### src/rtl/rf_wb_arbiter_pkg.sv
// Shared widths and requester-id encoding for the register-file writeback arbiter.
package rf_wb_arbiter_pkg;

  localparam int RA_W     = 5;
  localparam int DATA_W   = 32;
  localparam int NUM_REGS = 32;

  typedef enum logic {
    REQ_A = 1'b0,
    REQ_B = 1'b1
  } req_id_e;

endpackage

### src/rtl/rf_scoreboard.sv
// Pending-write scoreboard: one busy bit per architectural register, x0 never busy.
module rf_scoreboard
  import rf_wb_arbiter_pkg::*;
(
  input  logic                clk,
  input  logic                rst,
  input  logic                set_i,
  input  logic [RA_W-1:0]     set_rd_i,
  input  logic                clr_i,
  input  logic [RA_W-1:0]     clr_rd_i,
  output logic [NUM_REGS-1:0] busy_o
);

  logic [NUM_REGS-1:0] busy_q;
  logic [NUM_REGS-1:0] busy_d;
  logic [NUM_REGS-1:0] set_vec;
  logic [NUM_REGS-1:0] clr_vec;

  genvar gi;
  generate
    for (gi = 0; gi < NUM_REGS; gi++) begin : g_dec
      assign set_vec[gi] = set_i && (set_rd_i == RA_W'(gi));
      assign clr_vec[gi] = clr_i && (clr_rd_i == RA_W'(gi));
    end
  endgenerate

  // Set is applied after clear so an issue on the same edge as the writeback wins.
  always_comb begin
    busy_d    = (busy_q & ~clr_vec) | set_vec;
    busy_d[0] = 1'b0;
  end

  always_ff @(posedge clk) begin
    if (rst) begin
      busy_q <= '0;
    end else begin
      busy_q <= busy_d;
    end
  end

  assign busy_o = busy_q;

endmodule

### src/rtl/rf_wb_arbiter.sv
// Two-requester round-robin writeback arbiter with a registered register-file write port
// and an attached pending-write scoreboard.
module rf_wb_arbiter
  import rf_wb_arbiter_pkg::*;
(
  input  logic                clk,
  input  logic                rst,
  input  logic                a_valid,
  input  logic [RA_W-1:0]     a_rd,
  input  logic [DATA_W-1:0]   a_data,
  output logic                a_ready,
  input  logic                b_valid,
  input  logic [RA_W-1:0]     b_rd,
  input  logic [DATA_W-1:0]   b_data,
  output logic                b_ready,
  input  logic                iss_valid,
  input  logic [RA_W-1:0]     iss_rd,
  output logic                rf_we,
  output logic [RA_W-1:0]     rf_wa,
  output logic [DATA_W-1:0]   rf_wd,
  output logic [NUM_REGS-1:0] busy
);

  req_id_e             last_q, last_d;
  logic                rf_we_q, rf_we_d;
  logic [RA_W-1:0]     rf_wa_q, rf_wa_d;
  logic [DATA_W-1:0]   rf_wd_q, rf_wd_d;
  logic                hs_a;
  logic                hs_b;

  // Grant depends only on valids and the pointer; A wins contention when B went last.
  always_comb begin
    a_ready = 1'b0;
    b_ready = 1'b0;
    if (!rst) begin
      if (a_valid && (!b_valid || last_q == REQ_B)) begin
        a_ready = 1'b1;
      end else if (b_valid) begin
        b_ready = 1'b1;
      end
    end
  end

  assign hs_a = a_valid && a_ready;
  assign hs_b = b_valid && b_ready;

  always_comb begin
    last_d  = last_q;
    rf_we_d = 1'b0;
    rf_wa_d = rf_wa_q;
    rf_wd_d = rf_wd_q;
    if (hs_a) begin
      last_d  = REQ_A;
      rf_we_d = (a_rd != '0);
      rf_wa_d = a_rd;
      rf_wd_d = a_data;
    end else if (hs_b) begin
      last_d  = REQ_B;
      rf_we_d = (b_rd != '0);
      rf_wa_d = b_rd;
      rf_wd_d = b_data;
    end
  end

  always_ff @(posedge clk) begin
    if (rst) begin
      last_q  <= REQ_B;
      rf_we_q <= 1'b0;
      rf_wa_q <= '0;
      rf_wd_q <= '0;
    end else begin
      last_q  <= last_d;
      rf_we_q <= rf_we_d;
      rf_wa_q <= rf_wa_d;
      rf_wd_q <= rf_wd_d;
    end
  end

  assign rf_we = rf_we_q;
  assign rf_wa = rf_wa_q;
  assign rf_wd = rf_wd_q;

  rf_scoreboard u_scoreboard (
    .clk      (clk),
    .rst      (rst),
    .set_i    (iss_valid),
    .set_rd_i (iss_rd),
    .clr_i    (rf_we_q),
    .clr_rd_i (rf_wa_q),
    .busy_o   (busy)
  );

endmodule

### config.mk
export PLATFORM = sky130hd
export DESIGN_NAME = rf_wb_arbiter
export DESIGN_NICKNAME = d
export VERILOG_FILES = /design/src/rtl/rf_wb_arbiter_pkg.sv /design/src/rtl/rf_scoreboard.sv /design/src/rtl/rf_wb_arbiter.sv
export SDC_FILE = /design/constraint.sdc
export NUM_CORES = 1
export LEC_CHECK = 0
export CAP_MARGIN = 20
export CORE_UTILIZATION = 44
export DETAILED_ROUTE_END_ITERATION = 7
export PLACE_DENSITY = 0.86
export SLEW_MARGIN = 20
export SYNTH_ARGS = -nofsm -noshare
export SYNTH_HDL_FRONTEND = slang
export SYNTH_SLANG_ARGS = --single-unit
### constraint.sdc
create_clock -name clk -period 2.38 [get_ports clk]
set_input_delay 0.357 -clock clk [delete_from_list [all_inputs] [get_ports clk]]
set_output_delay 0.357 -clock clk [all_outputs]
set_load 0.01 [all_outputs]
==> impl_metrics.ini, run 1 <==
[cells_and_area]
fillers = 541
drive_above_1_share_pct = 5.859
postLayoutCoreUtil_pct = 71.85
final_cell_area_mm2 = 0.004962
nets = 575
multi_input_area_mm2 = 0.001491
syn2layout_area_growth_pct = 55.65
antenna_cells = 0
ff_latch_area_mm2 = 0.001401

[cts]
htree_levels = 3
insertion_delay_ns = 0.35
clkTransAtPathRegs_ns = 0.07
clockBufferDepth = 2
cts_made_buffers = 9
cts_tree = yes
cts-root-buf = clkbuf_8
cts.sinks = 70
cts_hold_buf = 0

[logic_synthesis]
synthTopCellsByArea = dfxtp_1 44%, a221o_1 12%, a2111oi_0 10%
synth_edf_count = 0
syn-num-nets = 430
yosysWarnings = 0
yosysMostFrequentCell = dfxtp_1
ys.flop_type = dfxtp_1
synthArstFlopShare_pct = 0
synth_area_mm2 = 0.003188
synth.avg_cell_area_um2 = 9.214
synth_top_area_cell = dfxtp_1
synth_top_area_share_pct = 43.96
synthesis.instances = 346
synth_common_cells = 70 x dfxtp_1, 63 x o21ai_0, 37 x a2111oi_0, 37 x a221o_1, 37 x inv_1
synth-seq-cells = 70
ys_seq_area_share_pct = 43.96
yosysUniqueCellTypes = 29

[setup_path]
regToRegStartpoint = rf_we$_SDFF_PP0_
critical_path_peak_fanout = 5
cp.required_ns = 2.02
r2r_slack_ns = 0.81
crit_path_end = b_ready
crit_path_end_kind = output port
worstSetupStartpoint = b_valid
r2r_cells = 3
r2r-end = u_scoreboard.busy_o[2]$_SDFF_PP0_
crit_type = input port to output port
startpoint_type = input port
worstPathArrival_ns = 1.87

[power_and_ir_drop]
power_frac_seq_pct = 45.3
intPower_mw = 2.128
p_clk_share_pct = 36.4
switching_power_mw = 0.7217
power_density_mw_per_mm2 = 574.2
ir_worst_vdd_uv = 334.7
netSwitchingFraction_pct = 25.33
leakagePower_nw = 1.860
power_frac_comb_pct = 18.3

[routing]
wl_per_cell_um = 16.70
drt-pass1-iter-count = 4
wirelength_um = 9872
vias = 3374
drtIter0Drc = 151
via_per_inst = 5.709
route.detailed.drc = 0
ant_nets = 0

[global_routing]
grt_max_degree = 39
antenna_found_initial = 0
grt_overflow = 0
grt_usage_pct = 26.30
grt_pass1_wl_um = 15570
grt_pass1_vias = 3246

[timing]
fmax_ghz = 0.4489
tightest_slew_ns = 0.9213
fin_crit_ns = 2.228
rsz0062_at_grt = false
worst_clock_skew_ns = 0.01152
setup_viol = 0
period_share_pct = 93.61
hold_viol = 0
relSlewSlack_pct = 38.38
drv_slew = 0

[placement]
gp_congestion = 0.8654
post_dp_cell_area_mm2 = 0.004743
port_buffers = 154
dp_hpwl_um = 6905

[floorplanning]
die_area_mm2 = 0.007590
initial_core_util_pct = 46.16
die_y_um = 87.12
row_count = 30
die_w_um = 87.12
boundaryPins = 156
fp.coreArea_mm2 = 0.006907

[status]
status = finished clean

[run]
maxCapViolCount = 0

[min_path]
hold_path.class = input port to register
hold_path.startpoint = rst
-- power groups by stage --
stage | registers, mW | logic, mW | clock network, mW
finish | 1.29 | 0.523 | 1.04
global route | 1.30 | 0.558 | 1.10
CTS | 1.29 | 0.522 | 1.04
detailed placement | 1.31 | 0.522 | 0
global placement | 1.31 | 0.509 | 0
floorplan | 1.33 | 0.178 | 0
-- worst min-delay path by stage --
stage,to,cells past startpoint
final,last_q$_SDFFE_PP1P_,2
after global routing,last_q$_SDFFE_PP1P_,2
after CTS,last_q$_SDFFE_PP1P_,2
after detailed placement,rf_wd[23]$_SDFFE_PP0P_,1
after global placement,rf_wd[9]$_SDFFE_PP0P_,1
after floorplan,last_q$_SDFFE_PP1P_,2
-- flip-flops by register name, summed over array words and instances, names as in the netlist --
| name | flops |
|---|---|
| last_q | 1 |
| u_scoreboard.busy_o | 31 |
| rf_wa | 5 |
| rf_we | 1 |
| rf_wd | 32 |
-- cell type report --
type                    instances  area share (%)
repair buffers                162           32.22
clock inverters                 6           1.765
inverters                      37           2.799
flip-flops and latches         70           28.24
clock buffers                   9           2.496
well taps                      96           2.421
multi-input cells             211           30.06
-- logic make-up after synthesis --
group | count (synthesis) | share of synthesized area (%)
buffers and inverters | 65 | 9.497
flip-flops | 70 | 43.96
AND/OR/NAND/NOR | 72 | 14.48
AO/OA/AOI/OAI | 138 | 31.95
other | 1 | 0.1176
-- worst max-delay path, stage by stage --
cell             delay, ns
clkdlybuf4s50_1       0.66
and3b_1               0.29
clkdlybuf4s50_1       0.57
-- placed cells by master, fill, tap and decap left out, drive strengths merged --
master           n
nor3             3
a2111oi         37
nor2b           34
o21ai           63
nand2            7
a22o             1
nand3            5
or4b             1
inv             37
dfxtp           70
nand4b           3
clkdlybuf4s50  152
or3              1
nand4bb          3
clkbuf           9
nor2             4
clkinv           4
conb             1
nand2b           4
dlymetal6s2s     1
and3b            2
or2              1
buf              9
bufinv           2
a221o           37
nand3b           1
or3b             1
nand4            2
-- metrics by stage --
stage / power (mW) / setup slack [ns] / std cells / setup TNS (ns) / hold slack, ns
floorplan: 1.512 / 0.9586 / 346 / 0 / 0.4728
CTS: 2.850 / 0.04456 / 591 / 0 / 0.4841
detailed placement: 1.833 / -0.1518 / 576 / -3.694 / 0.4711
global route: 2.959 / 0.09610 / 591 / 0 / 0.4897
finish: 2.849 / 0.1521 / 591 / 0 / 0.4771
global placement: 1.823 / -0.07693 / 576 / -1.135 / 0.4710
-- routing by layer --
| layer | GRT usage [%] | vias up | part of all wire, % |
|---|---|---|---|
| li1 | - | 1594 | - |
| met3 | 9.005 | 23 | 9.6 |
| met2 | 42.23 | 185 | 48 |
| met1 | 32.73 | 1572 | 40 |
| met5 | 0 | - | 0 |
| met4 | 9.687 | 0 | 2.2 |
-- timing repair --
item	CTS	global route
gates resized for setup	0	1
endpoints found under the hold margin	0	0
setup endpoints to repair	0	1
setup buffers	0	0
Note: power is estimated with default switching activity, not from simulation.
==> run 2, diff against run 1 <==
--- a/config.mk
+++ b/config.mk
@@ -6,6 +6,7 @@
 export NUM_CORES = 1
 export LEC_CHECK = 0
 export CAP_MARGIN = 20
+export CORE_MARGIN = 1
 export CORE_UTILIZATION = 44
 export DETAILED_ROUTE_END_ITERATION = 7
 export PLACE_DENSITY = 0.86
==> results of run 2 <==
Final layout, timing and power as in run 1 (identical DEF).
==> run 3, diff against run 2 <==
==> constraint.sdc (replaced) <==
create_clock -name clk -period 2.38 [get_ports clk]
set_input_delay 0.595 -clock clk [delete_from_list [all_inputs] [get_ports clk]]
set_output_delay 0.595 -clock clk [all_outputs]
set_load 0.01 [all_outputs]
==> impl_metrics.ini, run 3 (synthesis results as in run 1) <==
[setup_path]
crit_path_cell_trace = clkdlybuf4s50_1
cp.buffers_inverters = 1
cp.required_ns = 1.78
regToRegStartpoint = rf_wa[4]$_SDFFE_PP0P_
startpoint_type = register
worstSetupStartpoint = rf_wa[2]$_SDFFE_PP0P_
crit_path_max_incr_delay_ns = 0.61
crit_path_top_delay_cell = clkdlybuf4s50_1
worstPathArrival_ns = 1.46
critPathTopFamily = buffers and inverters
crit_type = register to output port
critical_path_peak_fanout = 10
crit_path_end_kind = output port

[power_and_ir_drop]
p_clk_share_pct = 33.9
ir_worst_vdd_uv = 275.6
switching_power_mw = 0.7227
power_frac_comb_pct = 19.6
power_density_mw_per_mm2 = 552.6
power_frac_seq_pct = 46.6
leakagePower_nw = 1.892
intPower_mw = 2.033
netSwitchingFraction_pct = 26.22

[timing]
tightest_slew_ns = 0.6303
relSlewSlack_pct = 57.93
drv_slew = 0
fin_crit_ns = 2.056
hold_ws_ns = 0.4917
fmax_ghz = 0.4863
worst_clock_skew_ns = 0.005681
period_share_pct = 86.39
final.setup.tns_ns = 0
hold_viol = 0
rsz0062_at_grt = false
setup_viol = 0

[min_path]
hold_path.startpoint = rf_wd[26]$_SDFFE_PP0P_
hold_path.class = register to register

[placement]
post_dp_cell_area_mm2 = 0.004793
dp_hpwl_um = 6994
gp_congestion = 0.8974
port_buffers = 154

[cts]
cts_hold_buf = 0
post_cts_buffers = 0
cts.sinks = 70
insertion_delay_ns = 0.34
clockBufferDepth = 2
clkTransAtPathRegs_ns = 0.07
cts_resized = 3
htree_levels = 3
cts-root-buf = clkbuf_8
cts_tree = yes
cts_made_buffers = 9

[routing]
drtIter0Drc = 220
drt-pass1-iter-count = 4
wl_met3_um = 894
route.detailed.drc = 0
met1_length_um = 4158
ant_nets = 0
top_layer = met4
wirelength_um = 10120
via_per_inst = 5.775
wl_per_cell_um = 16.98
met2_length_um = 4839
vias = 3442

[status]
status = finished clean

[floorplanning]
row_count = 30
fp.coreArea_mm2 = 0.006907
die_y_um = 87.12
initial_core_util_pct = 46.16
die_w_um = 87.12
die_area_mm2 = 0.007590
boundaryPins = 156

[cells_and_area]
nets = 579
largest_reg_flops = 32
layout_commonest_cell = clkdlybuf4s50_1
syn2layout_area_growth_pct = 56.44
ff_latch_area_mm2 = 0.001401
fillers = 533
antenna_cells = 0
final_cell_area_mm2 = 0.004987
drive_above_1_share_pct = 6.800
mostFrequentLayoutCells = 149 x clkdlybuf4s50_1, 70 x dfxtp_1, 63 x o21ai_0
multi_input_area_mm2 = 0.001488

[global_routing]
antenna_found_initial = 0
grt_usage_pct = 26.83
grt_pass1_wl_um = 15930
grt_overflow = 0
grt_pass1_vias = 3334
grt_max_degree = 39

[run]
maxCapViolCount = 0
run 3: cell count changes in the layout (fill, tap and decap cells not counted), sizes merged:
cell and delta:
buf +4, bufinv -1, clkbuf +1, clkdlybuf4s50 -3
clkinv +1, dlygate4sd2 +2, dlymetal6s2s +1
run 3: area by class of cell:
class / instances / area share (%)
well taps: 96 / 2.408
clock inverters: 6 / 1.254
flip-flops and latches: 70 / 28.10
multi-input cells: 211 / 29.83
inverters: 37 / 2.785
clock buffers: 10 / 2.559
repair buffers: 166 / 33.07
run 3: routing by layer:
metal | track usage, % | vias to the layer above
li1 | - | 1600
met5 | 0 | -
met2 | 44.74 | 193
met3 | 6.730 | 21
met1 | 32.41 | 1628
met4 | 12.82 | 0
run 3: path summary, 6_finish.rpt:
kind	slack, ns	end	depth (start not counted)
min	0.49	rf_wd[26]$_SDFFE_PP0P_	1
max reg2reg	0.79	u_scoreboard.busy_o[2]$_SDFF_PP0_	4
min reg2reg	0.49	rf_wd[26]$_SDFFE_PP0P_	1
max	0.32	rf_wa[2]	1
run 3: metrics by stage:
step / power [mW] / instances / utilization [%] / setup slack (ns)
2_1_floorplan: 1.512 / 346 / - / 0.5923
3_3_place_gp: 1.832 / 579 / 69.18 / -0.2499
3_5_place_dp: 1.844 / 580 / 69.40 / -0.2169
4_1_cts: 2.765 / 596 / 72.14 / 0.02123
5_1_grt: 2.863 / 596 / 72.21 / 0.2665
6_report: 2.756 / 596 / 72.21 / 0.3238
run 3: power groups by stage:
stage | clock (mW) | combinational (mW) | sequential (mW)
after global placement | 0 | 0.524 | 1.31
after CTS | 0.944 | 0.538 | 1.28
after global routing | 0.997 | 0.574 | 1.29
final | 0.933 | 0.539 | 1.28
after detailed placement | 0 | 0.538 | 1.31
after floorplan | 0 | 0.178 | 1.33
==> RTL change, RTL diff (flow settings as in run 1) <==
Make the reset (`rst`) asynchronous in 2 clocked blocks.
--- a/src/rtl/rf_scoreboard.sv
+++ b/src/rtl/rf_scoreboard.sv
@@ -30,7 +30,7 @@
     busy_d[0] = 1'b0;
   end
 
-  always_ff @(posedge clk) begin
+  always_ff @(posedge clk or posedge rst) begin
     if (rst) begin
       busy_q <= '0;
     end else begin
--- a/src/rtl/rf_wb_arbiter.sv
+++ b/src/rtl/rf_wb_arbiter.sv
@@ -62,7 +62,7 @@
     end
   end
 
-  always_ff @(posedge clk) begin
+  always_ff @(posedge clk or posedge rst) begin
     if (rst) begin
       last_q  <= REQ_B;
       rf_we_q <= 1'b0;
Check against the original RTL: differs if rst is asserted again (counterexample within 4 cycles, from zero or initial values and one cycle with rst high); with rst held inactive, the same outputs for 10 cycles.
==> RTL change against run 1 <==
Sequential cell count did not move; cell area is 4.5% higher; critical endpoint unchanged; largest cell class is now registers; synthesized area rose by 3.1%; critical path type unchanged; routed wire length down 8.6%; worst setup slack better by 0.096 ns; cell count is 12% lower.
Power is not compared: it rests on default switching activity, and its combinational part moved more than twofold at a synthesized area within 25%.
==> RTL change: results (changes against run 1) <==
Place
  – RD Place Congestion: 0.893 (+3.2%)
  – Post-DP Area: 0.00494 sq mm (+4.2%)
  – Placed wire-length estimate: 6640 um (-3.8%)

Global routing
  – Gr usage total: 24.0% (-2.3 points)
  – GRT met2 Usage: 41.4% (-0.83 points)
  – M3 GR Usage: 10.2% (+1.2 points)
  – First-pass GRT wire length: 13900 um (-10%)
  – Met1 Track Usage GR: 26.2% (-6.5 points)
  – Largest net degree at the start of global routing: 71 (+82%)

Logic synthesis
  – Synth cell types: 27 (-6.9%)
  – Register area share after synthesis: 53.3% (+9.4 points)
  – Syn nets: 342 (-20%)
  – Top FF cell, synth: dfrtp_1
  – Post-synth top cells: 69 x dfrtp_1, 62 x o21ai_0, 58 x mux2_2, 16 x mux2_4
  – Mux cell area share after synthesis: 27.2% (+27 points)
  – Complex-gate fraction of the synthesized area: 10.5% (-21 points)
  – Synth async-reset ratio: 100% (+100 points)
  – Synth top area cells: dfrtp_1 53%, mux2_2 20%, o21ai_0 9.4%

Run status
  – Status: finished, final reports clean

Timing
  – Relative slew slack: 40.6% (+2.2 points)
  – Hold_ws: 0.507 ns (+0.0302 ns)
  – Part of the cycle the worst path needs: 89.6% (-4.0 points)
  – Worst Skew: 0.00583 ns (-0.00569 ns)

Worst setup path
  – Slowest stage delay, CP: 0.61 ns (-0.05 ns)
  – CP Data Arrival Time: 1.77 ns (-0.10 ns)
  – Crit Path Max Fanout: 3 (-2)

Worst hold path
  – Hold crit path type: reg -> reg

Layout
  – Fillers: 521 (-3.7%)
  – Layout net count: 503 (-13%)
  – Layout cells sized above 1: 23.3% (+17 points)

Detailed routing
  – Detailed Route Iter0 Violations: 107 (-29%)
  – Wire per inst: 17.3 um (+3.3%)
==> RTL change: per-stage QoR <==
step | instances | util, % | setup WS (ns)
final | 523 | 71.5 | 0.248
after detailed placement | 507 | 68.2 | 0.198
after global placement | 507 | 68.2 | 0.227
after global routing | 523 | 71.5 | 0.204
after CTS | 523 | 71.5 | 0.247
after floorplan | 258 | - | 0.0269
==> RTL change: layer usage <==
metal  vias up  share of wire [%]
li1       1264                  -
met1      1372                 36
met2       153                 51
met3        11                 11
met4         0                1.1
met5         -                  0
==> RTL change: cell type report <==
type                       instances  share of cell area [%]
clock inverter                     7                    2.32
clock buffer                       9                    2.39
sequential                        70                    33.8
tap                               99                    2.39
inverter                           4                   0.362
multi-input combinational        175                    28.3
timing repair buffer             159                    30.4
==> RTL change: worst reg2reg max path, stage by stage, from the launching register on <==
cell	delay, ns
dfrtp_1	0.50
or4b_1	0.59
o21ai_0	0.16
o21ai_0	0.10
==> RTL change: power breakdown <==
part / internal, mW / switching [mW] / leakage (nW)
Clock: 0.702 / 0.484 / 0.120
Combinational: 1.05 / 0.643 / 1.17
Sequential: 1.56 / 0.228 / 0.779
==> RTL change: worst paths after layout <==
check                                                   from                                end  depth (start not counted)
min reg2reg                u_scoreboard.busy_o[10]$_DFF_PP0_  u_scoreboard.busy_o[10]$_DFF_PP0_                          2
max                                                      rst                            b_ready                          4
min                        u_scoreboard.busy_o[10]$_DFF_PP0_  u_scoreboard.busy_o[10]$_DFF_PP0_                          2
min in group asynchronous                                rst               rf_wa[3]$_DFFE_PP0P_                          3
max reg2reg                             rf_wa[3]$_DFFE_PP0P_   u_scoreboard.busy_o[2]$_DFF_PP0_                          3
max in group asynchronous                                rst              rf_wd[27]$_DFFE_PP0P_                          3
